## config.mk

```make
export PLATFORM = sky130hd
export DESIGN_NAME = alsu_cmd_driver
export DESIGN_NICKNAME = d
export VERILOG_FILES = /design/src/rtl/alsu_drv_pkg.sv /design/src/rtl/alsu_drv_fifo.sv /design/src/rtl/alsu_cmd_driver.sv
export SDC_FILE = /design/constraint.sdc
export NUM_CORES = 1
export LEC_CHECK = 0
export BUFFER_PORTS_ARGS = -buffer_cell sky130_fd_sc_hd__buf_2
export CAP_MARGIN = 25
export CORE_MARGIN = 1.5
export CORE_UTILIZATION = 45
export DETAILED_ROUTE_END_ITERATION = 8
export PLACE_DENSITY = 0.64
export SLEW_MARGIN = 30
export SYNTH_ARGS = -nofsm -noshare
export SYNTH_HDL_FRONTEND = slang
export SYNTH_SLANG_ARGS = --single-unit
export TNS_END_PERCENT = 100
```

## constraint.sdc

```tcl
create_clock -name clk -period 4.1 [get_ports clk]
set_input_delay 0.41 -clock clk [delete_from_list [all_inputs] [get_ports clk]]
set_output_delay 0.41 -clock clk [all_outputs]
set_load 0.05 [all_outputs]
```

## src/rtl/alsu_drv_pkg.sv

```systemverilog
// Shared definitions for the ALSU command driver: command field layout, pin bundle,
// idle vector, FSM states and ALSU opcode names.
package alsu_drv_pkg;

    localparam int unsigned A_LSB   = 0;
    localparam int unsigned B_LSB   = 3;
    localparam int unsigned OP_LSB  = 6;
    localparam int unsigned CIN     = 9;
    localparam int unsigned SER     = 10;
    localparam int unsigned RA      = 11;
    localparam int unsigned RB      = 12;
    localparam int unsigned BA      = 13;
    localparam int unsigned BB      = 14;
    localparam int unsigned DIR     = 15;
    localparam int unsigned REP_LSB = 16;
    localparam int unsigned PIN_W   = 16;

    typedef struct packed {
        logic       direction;
        logic       bypass_b;
        logic       bypass_a;
        logic       red_op_b;
        logic       red_op_a;
        logic       serial_in;
        logic       cin;
        logic [2:0] opcode;
        logic [2:0] b;
        logic [2:0] a;
    } alsu_pins_t;

    localparam alsu_pins_t IDLE_PINS = '0;

    typedef enum logic [1:0] {IDLE, DRIVE, WAIT, RESP} drv_state_t;

    localparam logic [2:0] OP_OR    = 3'd0;
    localparam logic [2:0] OP_XOR   = 3'd1;
    localparam logic [2:0] OP_ADD   = 3'd2;
    localparam logic [2:0] OP_MUL   = 3'd3;
    localparam logic [2:0] OP_SHIFT = 3'd4;
    localparam logic [2:0] OP_ROT   = 3'd5;

    function automatic alsu_pins_t unpack_cmd(input logic [PIN_W-1:0] c);
        alsu_pins_t p;
        p.a         = c[A_LSB +: 3];
        p.b         = c[B_LSB +: 3];
        p.opcode    = c[OP_LSB +: 3];
        p.cin       = c[CIN];
        p.serial_in = c[SER];
        p.red_op_a  = c[RA];
        p.red_op_b  = c[RB];
        p.bypass_a  = c[BA];
        p.bypass_b  = c[BB];
        p.direction = c[DIR];
        return p;
    endfunction

endpackage

```

## src/rtl/alsu_drv_fifo.sv

```systemverilog
// Synchronous command FIFO with asynchronous active-high reset. DEPTH must be a power of 2.
module alsu_drv_fifo #(
    parameter int unsigned WIDTH = 20,
    parameter int unsigned DEPTH = 4
) (
    input  logic             clk,
    input  logic             rst,
    input  logic             push,
    input  logic             pop,
    input  logic [WIDTH-1:0] wdata,
    output logic [WIDTH-1:0] rdata,
    output logic             full,
    output logic             empty
);

    localparam int unsigned AW = $clog2(DEPTH);

    logic [WIDTH-1:0] mem_q [DEPTH];
    logic [AW:0]      wptr_q;
    logic [AW:0]      rptr_q;
    logic             do_push;
    logic             do_pop;

    assign do_push = push && !full;
    assign do_pop  = pop && !empty;

    always_ff @(posedge clk or posedge rst) begin
        if (rst) begin
            wptr_q <= '0;
            rptr_q <= '0;
        end else begin
            if (do_push) wptr_q <= wptr_q + 1'b1;
            if (do_pop)  rptr_q <= rptr_q + 1'b1;
        end
    end

    // Storage is not reset; the pointers alone define validity.
    always_ff @(posedge clk) begin
        if (do_push) mem_q[wptr_q[AW-1:0]] <= wdata;
    end

    assign rdata = mem_q[rptr_q[AW-1:0]];
    assign empty = (wptr_q == rptr_q);
    assign full  = (wptr_q[AW] != rptr_q[AW]) && (wptr_q[AW-1:0] == rptr_q[AW-1:0]);

endmodule

```

## src/rtl/alsu_cmd_driver.sv

```systemverilog
// Initiator-side ALSU command driver: FIFO-buffered commands, timed pin drive, one response each.
// Optional stat_cmds/stat_invalid counters are built when ALSU_DRV_STATS_EN is defined.
module alsu_cmd_driver
    import alsu_drv_pkg::*;
#(
    parameter int unsigned FIFO_DEPTH = 4,
    parameter int unsigned LATENCY    = 2,
    parameter int unsigned REPEAT_W   = 4
) (
    input  logic                      clk,
    input  logic                      rst,
    input  logic                      cmd_valid,
    output logic                      cmd_ready,
    input  logic [PIN_W+REPEAT_W-1:0] cmd_data,
    output logic [2:0]                alsu_A,
    output logic [2:0]                alsu_B,
    output logic [2:0]                alsu_opcode,
    output logic                      alsu_cin,
    output logic                      alsu_serial_in,
    output logic                      alsu_red_op_A,
    output logic                      alsu_red_op_B,
    output logic                      alsu_bypass_A,
    output logic                      alsu_bypass_B,
    output logic                      alsu_direction,
    input  logic [5:0]                alsu_out,
    input  logic [15:0]               alsu_leds,
    output logic                      rsp_valid,
    input  logic                      rsp_ready,
    output logic [5:0]                rsp_out,
    output logic [15:0]               rsp_leds,
    output logic                      rsp_invalid
`ifdef ALSU_DRV_STATS_EN
    ,
    output logic [15:0]               stat_cmds,
    output logic [15:0]               stat_invalid
`endif
);

    localparam int unsigned CW    = PIN_W + REPEAT_W;
    localparam int unsigned LAT_W = (LATENCY > 1) ? $clog2(LATENCY) : 1;

    drv_state_t        state_q, state_d;
    alsu_pins_t        pins_q, pins_d;
    logic [REPEAT_W-1:0] rep_cnt_q, rep_cnt_d;
    logic [LAT_W-1:0]  lat_cnt_q, lat_cnt_d;
    logic              rsp_valid_q, rsp_valid_d;
    logic [5:0]        rsp_out_q, rsp_out_d;
    logic [15:0]       rsp_leds_q, rsp_leds_d;
    logic              rsp_invalid_q, rsp_invalid_d;

    logic              fifo_full;
    logic              fifo_empty;
    logic              fifo_pop;
    logic [CW-1:0]     fifo_rdata;

    assign cmd_ready = !fifo_full;

    alsu_drv_fifo #(
        .WIDTH (CW),
        .DEPTH (FIFO_DEPTH)
    ) u_fifo (
        .clk   (clk),
        .rst   (rst),
        .push  (cmd_valid),
        .pop   (fifo_pop),
        .wdata (cmd_data),
        .rdata (fifo_rdata),
        .full  (fifo_full),
        .empty (fifo_empty)
    );

    always_ff @(posedge clk or posedge rst) begin
        if (rst) begin
            state_q       <= IDLE;
            pins_q        <= IDLE_PINS;
            rep_cnt_q     <= '0;
            lat_cnt_q     <= '0;
            rsp_valid_q   <= 1'b0;
            rsp_out_q     <= '0;
            rsp_leds_q    <= '0;
            rsp_invalid_q <= 1'b0;
        end else begin
            state_q       <= state_d;
            pins_q        <= pins_d;
            rep_cnt_q     <= rep_cnt_d;
            lat_cnt_q     <= lat_cnt_d;
            rsp_valid_q   <= rsp_valid_d;
            rsp_out_q     <= rsp_out_d;
            rsp_leds_q    <= rsp_leds_d;
            rsp_invalid_q <= rsp_invalid_d;
        end
    end

    always_comb begin
        state_d       = state_q;
        pins_d        = pins_q;
        rep_cnt_d     = rep_cnt_q;
        lat_cnt_d     = lat_cnt_q;
        rsp_valid_d   = rsp_valid_q;
        rsp_out_d     = rsp_out_q;
        rsp_leds_d    = rsp_leds_q;
        rsp_invalid_d = rsp_invalid_q;
        fifo_pop      = 1'b0;

        unique case (state_q)
            IDLE: begin
                pins_d = IDLE_PINS;
                if (!fifo_empty) begin
                    fifo_pop  = 1'b1;
                    pins_d    = unpack_cmd(fifo_rdata[PIN_W-1:0]);
                    rep_cnt_d = fifo_rdata[REP_LSB +: REPEAT_W];
                    state_d   = DRIVE;
                end
            end
            DRIVE: begin
                // Counting down to zero keeps all-ones repeat at 2^REPEAT_W cycles without wrap.
                if (rep_cnt_q == '0) begin
                    pins_d    = IDLE_PINS;
                    lat_cnt_d = LAT_W'(LATENCY - 1);
                    state_d   = WAIT;
                end else begin
                    rep_cnt_d = rep_cnt_q - 1'b1;
                end
            end
            WAIT: begin
                if (lat_cnt_q == '0) begin
                    rsp_out_d     = alsu_out;
                    rsp_leds_d    = alsu_leds;
                    rsp_invalid_d = (alsu_leds != '0);
                    rsp_valid_d   = 1'b1;
                    state_d       = RESP;
                end else begin
                    lat_cnt_d = lat_cnt_q - 1'b1;
                end
            end
            RESP: begin
                if (rsp_ready) begin
                    rsp_valid_d = 1'b0;
                    state_d     = IDLE;
                end
            end
            default: state_d = IDLE;
        endcase
    end

    assign alsu_A         = pins_q.a;
    assign alsu_B         = pins_q.b;
    assign alsu_opcode    = pins_q.opcode;
    assign alsu_cin       = pins_q.cin;
    assign alsu_serial_in = pins_q.serial_in;
    assign alsu_red_op_A  = pins_q.red_op_a;
    assign alsu_red_op_B  = pins_q.red_op_b;
    assign alsu_bypass_A  = pins_q.bypass_a;
    assign alsu_bypass_B  = pins_q.bypass_b;
    assign alsu_direction = pins_q.direction;

    assign rsp_valid   = rsp_valid_q;
    assign rsp_out     = rsp_out_q;
    assign rsp_leds    = rsp_leds_q;
    assign rsp_invalid = rsp_invalid_q;

`ifdef ALSU_DRV_STATS_EN
    logic        rsp_hs;
    logic [15:0] stat_cmds_q;
    logic [15:0] stat_invalid_q;

    assign rsp_hs = rsp_valid_q && rsp_ready;

    always_ff @(posedge clk or posedge rst) begin
        if (rst) begin
            stat_cmds_q    <= '0;
            stat_invalid_q <= '0;
        end else if (rsp_hs) begin
            if (stat_cmds_q != '1) stat_cmds_q <= stat_cmds_q + 1'b1;
            if (rsp_invalid_q && (stat_invalid_q != '1)) stat_invalid_q <= stat_invalid_q + 1'b1;
        end
    end

    assign stat_cmds    = stat_cmds_q;
    assign stat_invalid = stat_invalid_q;
`endif

endmodule
```

# --- Yosys cells after proc, flatten, opt, wreduce, memory -nomap -nowiden ---
# Memories as Yosys holds them, arrays and structs flattened.
# Cells that the tools add are included.
classes:
  muxes: 21
  n_addsub: 4
  bitwise: 1
  n_eq_ne: 11
  n_reduce_logical: 17
op_table:
  columns: ["op", "n"]
  rows:
  - ["$mux 16", 2]
  - ["$pmux 16 s2", 1]
  - ["$reduce_bool 16->1", 1]
  - ["$ne 2x2->1 const B", 5]
  - ["$mux 1", 8]
  - ["$mux 2", 4]
  - ["$mux 4", 2]
  - ["$pmux 2 s4", 1]
  - ["$pmux 4 s2", 1]
  - ["$add 3x1->3 const B", 2]
  - ["$reduce_and 2->1", 3]
  - ["$reduce_and 3->1", 2]
  - ["$reduce_bool 2->1", 3]
  - ["$eq 2x2->1 const B", 2]
  - ["$logic_not 4->1", 1]
  - ["$pmux 1 s2", 2]
  - ["$reduce_and 4->1", 1]
  - ["$sub 4x1->4 const B", 1]
  - ["$eq 3x3->1", 1]
  - ["$logic_and 1x1->1", 3]
  - ["$eq 2x1->1 const B", 1]
  - ["$eq 2x2->1", 1]
  - ["$logic_not 1->1", 2]
  - ["$logic_not 2->1", 1]
  - ["other kinds (3)", 3]
word_totals:
  mem_bits_rw: 80
  regBits: 53
  mem_count: 1
  out_inout_bits: 41
  word_cells: 74
mem_list:
  columns: ["name", "words", "width", "rd", "rd_clocked_by_memory_dff", "write_ports", "line", "rtl"]
  rows:
  - ["u_fifo.mem_q", 4, 20, 1, 0, 1, "alsu_drv_fifo.sv:18", "logic [WIDTH-1:0] mem_q [DEPTH];"]

# --- Depth between registers and ports, before layout ---
# Gate-level depths: netlist of the first run.
depth:
  depth_word: 6
  ltp_mapped: 7

# --- Cells and area by module ---
# A second synthesis of the first run with hierarchy kept.
unflattened:
  cells_unflattened: 303
  hier_area_um2: 5436.5
modules_own_cells:
  columns: ["mod", "cells_each", "area_per_inst_um2", "n_inst", "seq_area_each_um2"]
  rows:
  - ["alsu_drv_fifo", 155, 3403.3, 1, 2552.4]
  - ["alsu_cmd_driver", 148, 2033.2, 1, 1176.1]

# --- Least setup slack after synthesis of the first run ---
# No wires, ideal clock.
synth_timing:
  path_kind: "reg2reg"
  start: "register u_fifo.rptr_q[1]"
  end: "memory u_fifo.mem_q[3][0], enable pin"
  stages_incl_launch_ff: 5
  setup_slack_ps: 2109
  arrival_time_ps: 1611
  path_buffers: 1
  path_cell_list: "dfrtp_1 buf_4 xor2_1 o31a_1 and2_1"
synth_between:
  elab_chain_len: 6
synth_rtl:
  columns: ["element", "line", "rtl"]
  rows:
  - ["start, declared", "alsu_drv_fifo.sv:20", "logic [AW:0] rptr_q;"]
  - ["start signal, assigned", "alsu_drv_fifo.sv:33", "if (do_pop) rptr_q <= rptr_q + 1'b1;"]
  - ["$eq 2x2->1", "alsu_drv_fifo.sv:44", "assign full = (wptr_q[AW] != rptr_q[AW]) && (wptr_q[AW-1:0] == rptr_q[AW-1:0]);"]
  - ["$logic_and 1x1->1", "alsu_drv_fifo.sv:44", null]
  - ["$logic_not 1->1", "alsu_drv_fifo.sv:24", "assign do_push = push && !full;"]
  - ["$logic_and 1x1->1", "alsu_drv_fifo.sv:24", null]
  - ["$mux 1", "alsu_drv_fifo.sv:39", "if (do_push) mem_q[wptr_q[AW-1:0]] <= wdata;"]
  - ["$mux 1 (not written as such)", "alsu_drv_fifo.sv:39", null]
  - ["end, declared", "alsu_drv_fifo.sv:18", null]
# No other way between the ends.

# --- Worst setup path in the final report of the first run ---
layout_timing:
  start: "register u_fifo.rptr_q[0]"
  end: "memory u_fifo.mem_q[3][10], enable pin"
# The elaborated chain is that of the path after synthesis.

==> results of run 1 <==
## how the worst min path moves through the flow
stage	from	end	slack, ns	cells past startpoint
2_1_floorplan	lat_cnt_q	lat_cnt_q	0.48	1
3_3_place_gp	rst	rsp_out[3]	0.40	2
3_5_place_dp	rst	rsp_out[3]	0.41	2
4_1_cts	cmd_data[13]	u_fifo.mem_q[3][13]	0.19	1
5_1_grt	cmd_data[8]	u_fifo.mem_q[2][8]	0.19	1
6_report	cmd_data[13]	u_fifo.mem_q[3][13]	0.21	1
## area by class of cell
type,instances,share of cell area [%]
flip-flops and latches,133,57.0
multi-input cells,137,22.2
repair buffers,91,7.19
clock buffers,19,6.92
clock inverters,13,3.37
well taps,143,2.73
inverters,10,0.574
## metal layers
metal  routed length [um]  share of wire (%)  GRT usage [%]
met2                 4860                 49           27.5
met4                  117                1.2           5.82
met1                 4250                 43           21.6
met5                    0                  0              0
met3                  606                6.2           6.70
## kinds of logic (layout without fill, tap and decap cells)
group,Yosys count,count (layout),share of synthesized area (%)
buf+inv,22,133,2.08
mux,44,44,13.6
flops,133,133,70.6
simple gates,37,37,4.24
xor+xnor,10,10,1.66
compound gates,36,36,5.40
fa+ha+maj,10,10,2.37
## power breakdown
group | switching [W] | internal (W)
Combinational | 0.00149 | 0.000820
Sequential | 0.000184 | 0.00187
Clock | 0.000572 | 0.00112
Total | 0.00225 | 0.00381
## metrics by stage
step,hold slack (ns),setup slack (ns)
after detailed placement,0.410,1.44
after global placement,0.400,1.45
final,0.211,1.81
after floorplan,0.478,2.11
after global routing,0.191,1.65
after CTS,0.188,1.44
## state kept, by name (all words and copies together), names as in the netlist, 2 cells and up
signal and cells:
alsu_A 3, alsu_B 3, alsu_opcode 3, rep_cnt_q 4, rsp_leds 16, rsp_out 6
state_q 2, u_fifo.mem_q 80, u_fifo.rptr_q 3, u_fifo.wptr_q 3
## worst max-delay path, cell delays in order, from the launching register on
cell and delay, ns:
dfrtp_1 0.32, buf_4 0.41, xor2_1 0.32, o31a_1 0.29, and2_2 0.57
## synth_stat cells, drive strengths merged (2+ instances only)
library cell / count / share of area (%)
nor4: 4 / 0.47
xnor2: 5 / 0.83
nand3: 2 / 0.19
a21oi: 3 / 0.28
xor2: 5 / 0.83
nand2: 8 / 0.57
a31oi: 2 / 0.24
edfxtp: 80 / 45
ha: 10 / 2.4
nand2b: 3 / 0.36
mux2: 24 / 5.1
buf: 11 / 1.3
nand4: 3 / 0.36
mux4: 20 / 8.5
dfrtp: 53 / 25
and2: 4 / 0.47
a22o: 16 / 2.7
o21ai: 7 / 0.66
and4: 2 / 0.38
inv: 10 / 0.71
nor2: 5 / 0.50
==> summary.md, run 1 <==
| Metric | Value |
|---|---|
| Rel. slew slack | `56.1%` |
| All-layer global routing usage | `17.2%` |
| Max clock buf depth | `2` |
| Rows | `39` |
| Fillers | `894` |
| Fin area | `6540 um^2` |
| Fmax | `0.436 GHz` |
| Crit share post-route | `55.9%` |
| Leakage | `2.61 nW` |
| WP data required | `4.15 ns` |
| Placed Cells | `513` |
| Vias per std cell | `5.37` |
| Routed wire per std cell | `18.0 um` |
| Worst Setup SP | `u_fifo.rptr_q[0]` |
| First-pass GRT wire length | `15700 um` |
| Drc violations | `0` |
| Slew Viols, Final | `0` |
| Post-CTS sizing | `0` |
| Multi-input gate area | `1460 um^2` |
| Synth Register Bits | `133` |
| Clock sink total | `133` |
| CTS buffer count | `17` |
| Total Wirelength | `9840 um` |
| Die extent in x | `111 um` |
| CTS tree | `built` |
| Grt total ovfl | `0` |
| Initial Utilization | `46.3%` |
| Total power | `0.00606 W` |
| Post-route insts no fill | `546` |
| Final setup fails | `0` |
| Vias | `2934` |
| Share of layout cells above drive strength 1 | `43.7%` |
| Top Ports | `87` |
| Reg2reg path depth | `4` |
| Worst reg2reg endpoint | `u_fifo.mem_q[3][10]` |
| Hold Buf Count CTS | `1` |
| Top_reg_cell synth | `edfxtp_1` |
| DP HPWL | `6140 um` |
| Number of flops mapped to enable cells by yosys | `80` |
| Syn Inst Count | `292` |
| CP Data Arrival Time | `2.34 ns` |
| Peak supply drop | `0.733 mV` |
| Fin util | `57.3%` |
| Initial drt markers | `142` |
| Setup TNS Final | `0 ns` |
| Syn nets | `348` |
| Avg Cell Area, Syn | `18.1 um^2` |
| Root buffer cell | `clkbuf_16` |
| Max Cap Viol | `0` |
| Crit start category | `register` |
| H-tree Lvls | `4` |
| Unrepaired setup endpoints after global routing | `false` |
| DRT Pass-1 Iters | `4` |
| Most common cell after layout, fill and taps aside | `buf_2` |
| Cell area power density | `926 nW/um^2` |
| Antenna violations before repair | `0` |
| Slew @ Worst Pin | `0.657 ns` |
| Hold crit path type | `input pin to register` |
| Vias in the first global route | `3004` |
| Reg2Reg Launch Point | `u_fifo.rptr_q[0]` |
| Status | `completed` |
| CP endpoint | `u_fifo.mem_q[3][10]` |
| Port bufs | `86` |
| Die Ht | `111 um` |
| Flop2flop setup slack | `1.81 ns` |
| Most frequent cells in the layout | `buf_2, edfxtp_1, dfrtp_1` |
| Hold Fails Final Rpt | `0` |
| Unique masters post-synth | `41` |
| Register area share after synthesis | `70.6%` |
| Worst setup EP type | `register` |
| Core ar. | `11400 um^2` |
| YS warnings | `0` |
| Area Growth Syn to Fin | `23.9%` |
| ANT cells | `0` |
| Post-route ant nets | `0` |
| RD Place Congestion | `0.709` |
| Postcts setup bufs | `0` |
| Asr flop ratio synth | `39.8%` |
| Worst skew pair latency | `0.42 ns` |
| Register area | `3730 um^2` |
| Largest net degree at the start of global routing | `39` |
| Synth Cell Area | `5280 um^2` |
| Nets | `446` |
| CP Class | `register to register` |
| Clock transition at path regs | `0.06 ns` |
| Worst-path fanout max | `24` |
| Die area | `12400 um^2` |
| Fin crit period | `2.29 ns` |
| Placed cell areas | `5860 um^2` |
| Worst clock skew | `0.0104 ns` |
(Power assumes the default switching activity.)
==> run 2: changes to the inputs <==
clock period = 2.4 ns   (was 4.1 ns; I/O delays follow)
==> run 2 against run 1 <==
Against the previous run:
- sequential power rose by 70%
- cell count increased by 0.73%
- sequential cell count unchanged
- global-route usage about the same
- register-to-register slack worse by 1.4 ns
- die area did not move
- highest routed layer unchanged
- clock skew shrank 0.0049 ns
- largest cell class unchanged
- total power up 68%
- worst hold slack worse by 0.18 ns
- count of clock-buffer cells in the layout is 1 lower
==> summary.md, run 2 (synthesized netlist as in run 1, its figures left out) <==
| Metric | Value |
|---|---|
| Clock sink total | `133` |
| CTS buffer count | `17` |
| Unrepaired setup endpoints after global routing | `false` |
| H-tree Lvls | `4` |
| Largest net degree at the start of global routing | `54` |
| Core ar. | `11400 um^2` |
| Slew Viols, Final | `0` |
| Most frequent cells in the layout | `buf_2, edfxtp_1, dfrtp_1` |
| Antenna violations before repair | `0` |
| Port bufs | `86` |
| Worst-path fanout max | `23` |
| Vias in the first global route | `3039` |
| Slew @ Worst Pin | `0.723 ns` |
| Max clock buf depth | `2` |
| CP Data Arrival Time | `1.79 ns` |
| Share of layout cells above drive strength 1 | `43.0%` |
| Leakage | `2.61 nW` |
| Top Ports | `87` |
| ANT cells | `0` |
| Area Growth Syn to Fin | `24.1%` |
| Hold slack final | `0.0269 ns` |
| Post-route ant nets | `0` |
| Rel. slew slack | `51.8%` |
| Total power | `0.0102 W` |
| Nets | `450` |
| Routed wire per std cell | `17.7 um` |
| Post-CTS sizing | `0` |
| Largest register FFs | `80` |
| RD Place Congestion | `0.756` |
| Crit share post-route | `84.5%` |
| Worst setup EP type | `primary output` |
| Grt total ovfl | `0` |
| Hold Buf Count CTS | `0` |
| Flop2flop setup slack | `0.41 ns` |
| Fmax | `0.493 GHz` |
| CTS tree | `built` |
| Most common cell after layout, fill and taps aside | `buf_2` |
| Die area | `12400 um^2` |
| Setup TNS Final | `0 ns` |
| Clock transition at path regs | `0.06 ns` |
| Worst skew pair latency | `0.41 ns` |
| Crit start category | `register` |
| Rows | `39` |
| WP data required | `2.16 ns` |
| Die Ht | `111 um` |
| Vias | `2947` |
| Initial drt markers | `210` |
| Worst clock skew | `0.00549 ns` |
| Postcts setup bufs | `0` |
| First-pass GRT wire length | `15900 um` |
| Hold Fails Final Rpt | `0` |
| Fin crit period | `2.03 ns` |
| Final setup fails | `0` |
| All-layer global routing usage | `17.2%` |
| Total Wirelength | `9720 um` |
| DP HPWL | `6180 um` |
| Cell area power density | `1560 nW/um^2` |
| Peak supply drop | `0.974 mV` |
| CP Class | `register to primary output` |
| Vias per std cell | `5.36` |
| Die extent in x | `111 um` |
| Drc violations | `0` |
| Hold crit path type | `input pin to async pin` |
| Fillers | `923` |
| Status | `completed` |
| Initial Utilization | `46.3%` |
| DRT Pass-1 Iters | `4` |
| Root buffer cell | `clkbuf_16` |
| Max Cap Viol | `0` |
-- run 2: cell types whose count changed in the layout (fill, tap and decap cells not counted), sizes merged --
cell,change
bufinv,-1
buf,+5
clkinv,+4
dlygate4sd3,-1
clkbuf,-1
inv,-2
-- run 2: cell type report --
type                       count  area, um^2  share of cell area [%]
inverter                      10        37.5                   0.573
multi-input combinational    137        1450                    22.1
clock buffer                  18         429                    6.55
sequential                   133        3730                    56.9
timing repair buffer          95         548                    8.36
tap                          143         179                    2.73
clock inverter                14         185                    2.83
-- run 2: per-stage QoR --
stage,instances,setup WS [ns],utilization [%],cell area [um^2]
6_report,550,0.373,57.4,6550
5_1_grt,550,0.226,57.4,6550
4_1_cts,550,0.338,57.4,6550
3_5_place_dp,518,0.394,52.0,5940
3_3_place_gp,518,0.451,52.0,5940
2_1_floorplan,292,0.409,-,5280
-- run 2: path summary, 6_finish.rpt --
path	cells after the start	startpoint	end
min reg2reg	2	rsp_valid	rsp_valid
max	4	u_fifo.rptr_q[0]	cmd_ready
max in group asynchronous	3	rst	alsu_serial_in
min	3	rst	rsp_out[3]
max reg2reg	4	u_fifo.wptr_q[1]	u_fifo.mem_q[1][1]
min in group clk	1	cmd_data[4]	u_fifo.mem_q[2][4]
-- run 2: layer usage --
layer	vias up	wire, um	global-route usage, %
li1	1350	-	-
met1	1478	4260	22.1
met2	103	4740	26.7
met3	16	561	5.44
met4	0	162	8.27
met5	-	0	0
-- run 2: report_power, final --
group	internal (W)	total (W)	switching, W
registers	0.00320	0.00351	0.000313
clock network	0.00173	0.00265	0.000924
logic	0.00148	0.00404	0.00256
-- run 2: critical path: stages, from the launching register on --
cell and delay, ns:
dfrtp_1 0.36, buf_4 0.41, xnor2_1 0.24, nand3_1 0.12, buf_2 0.24
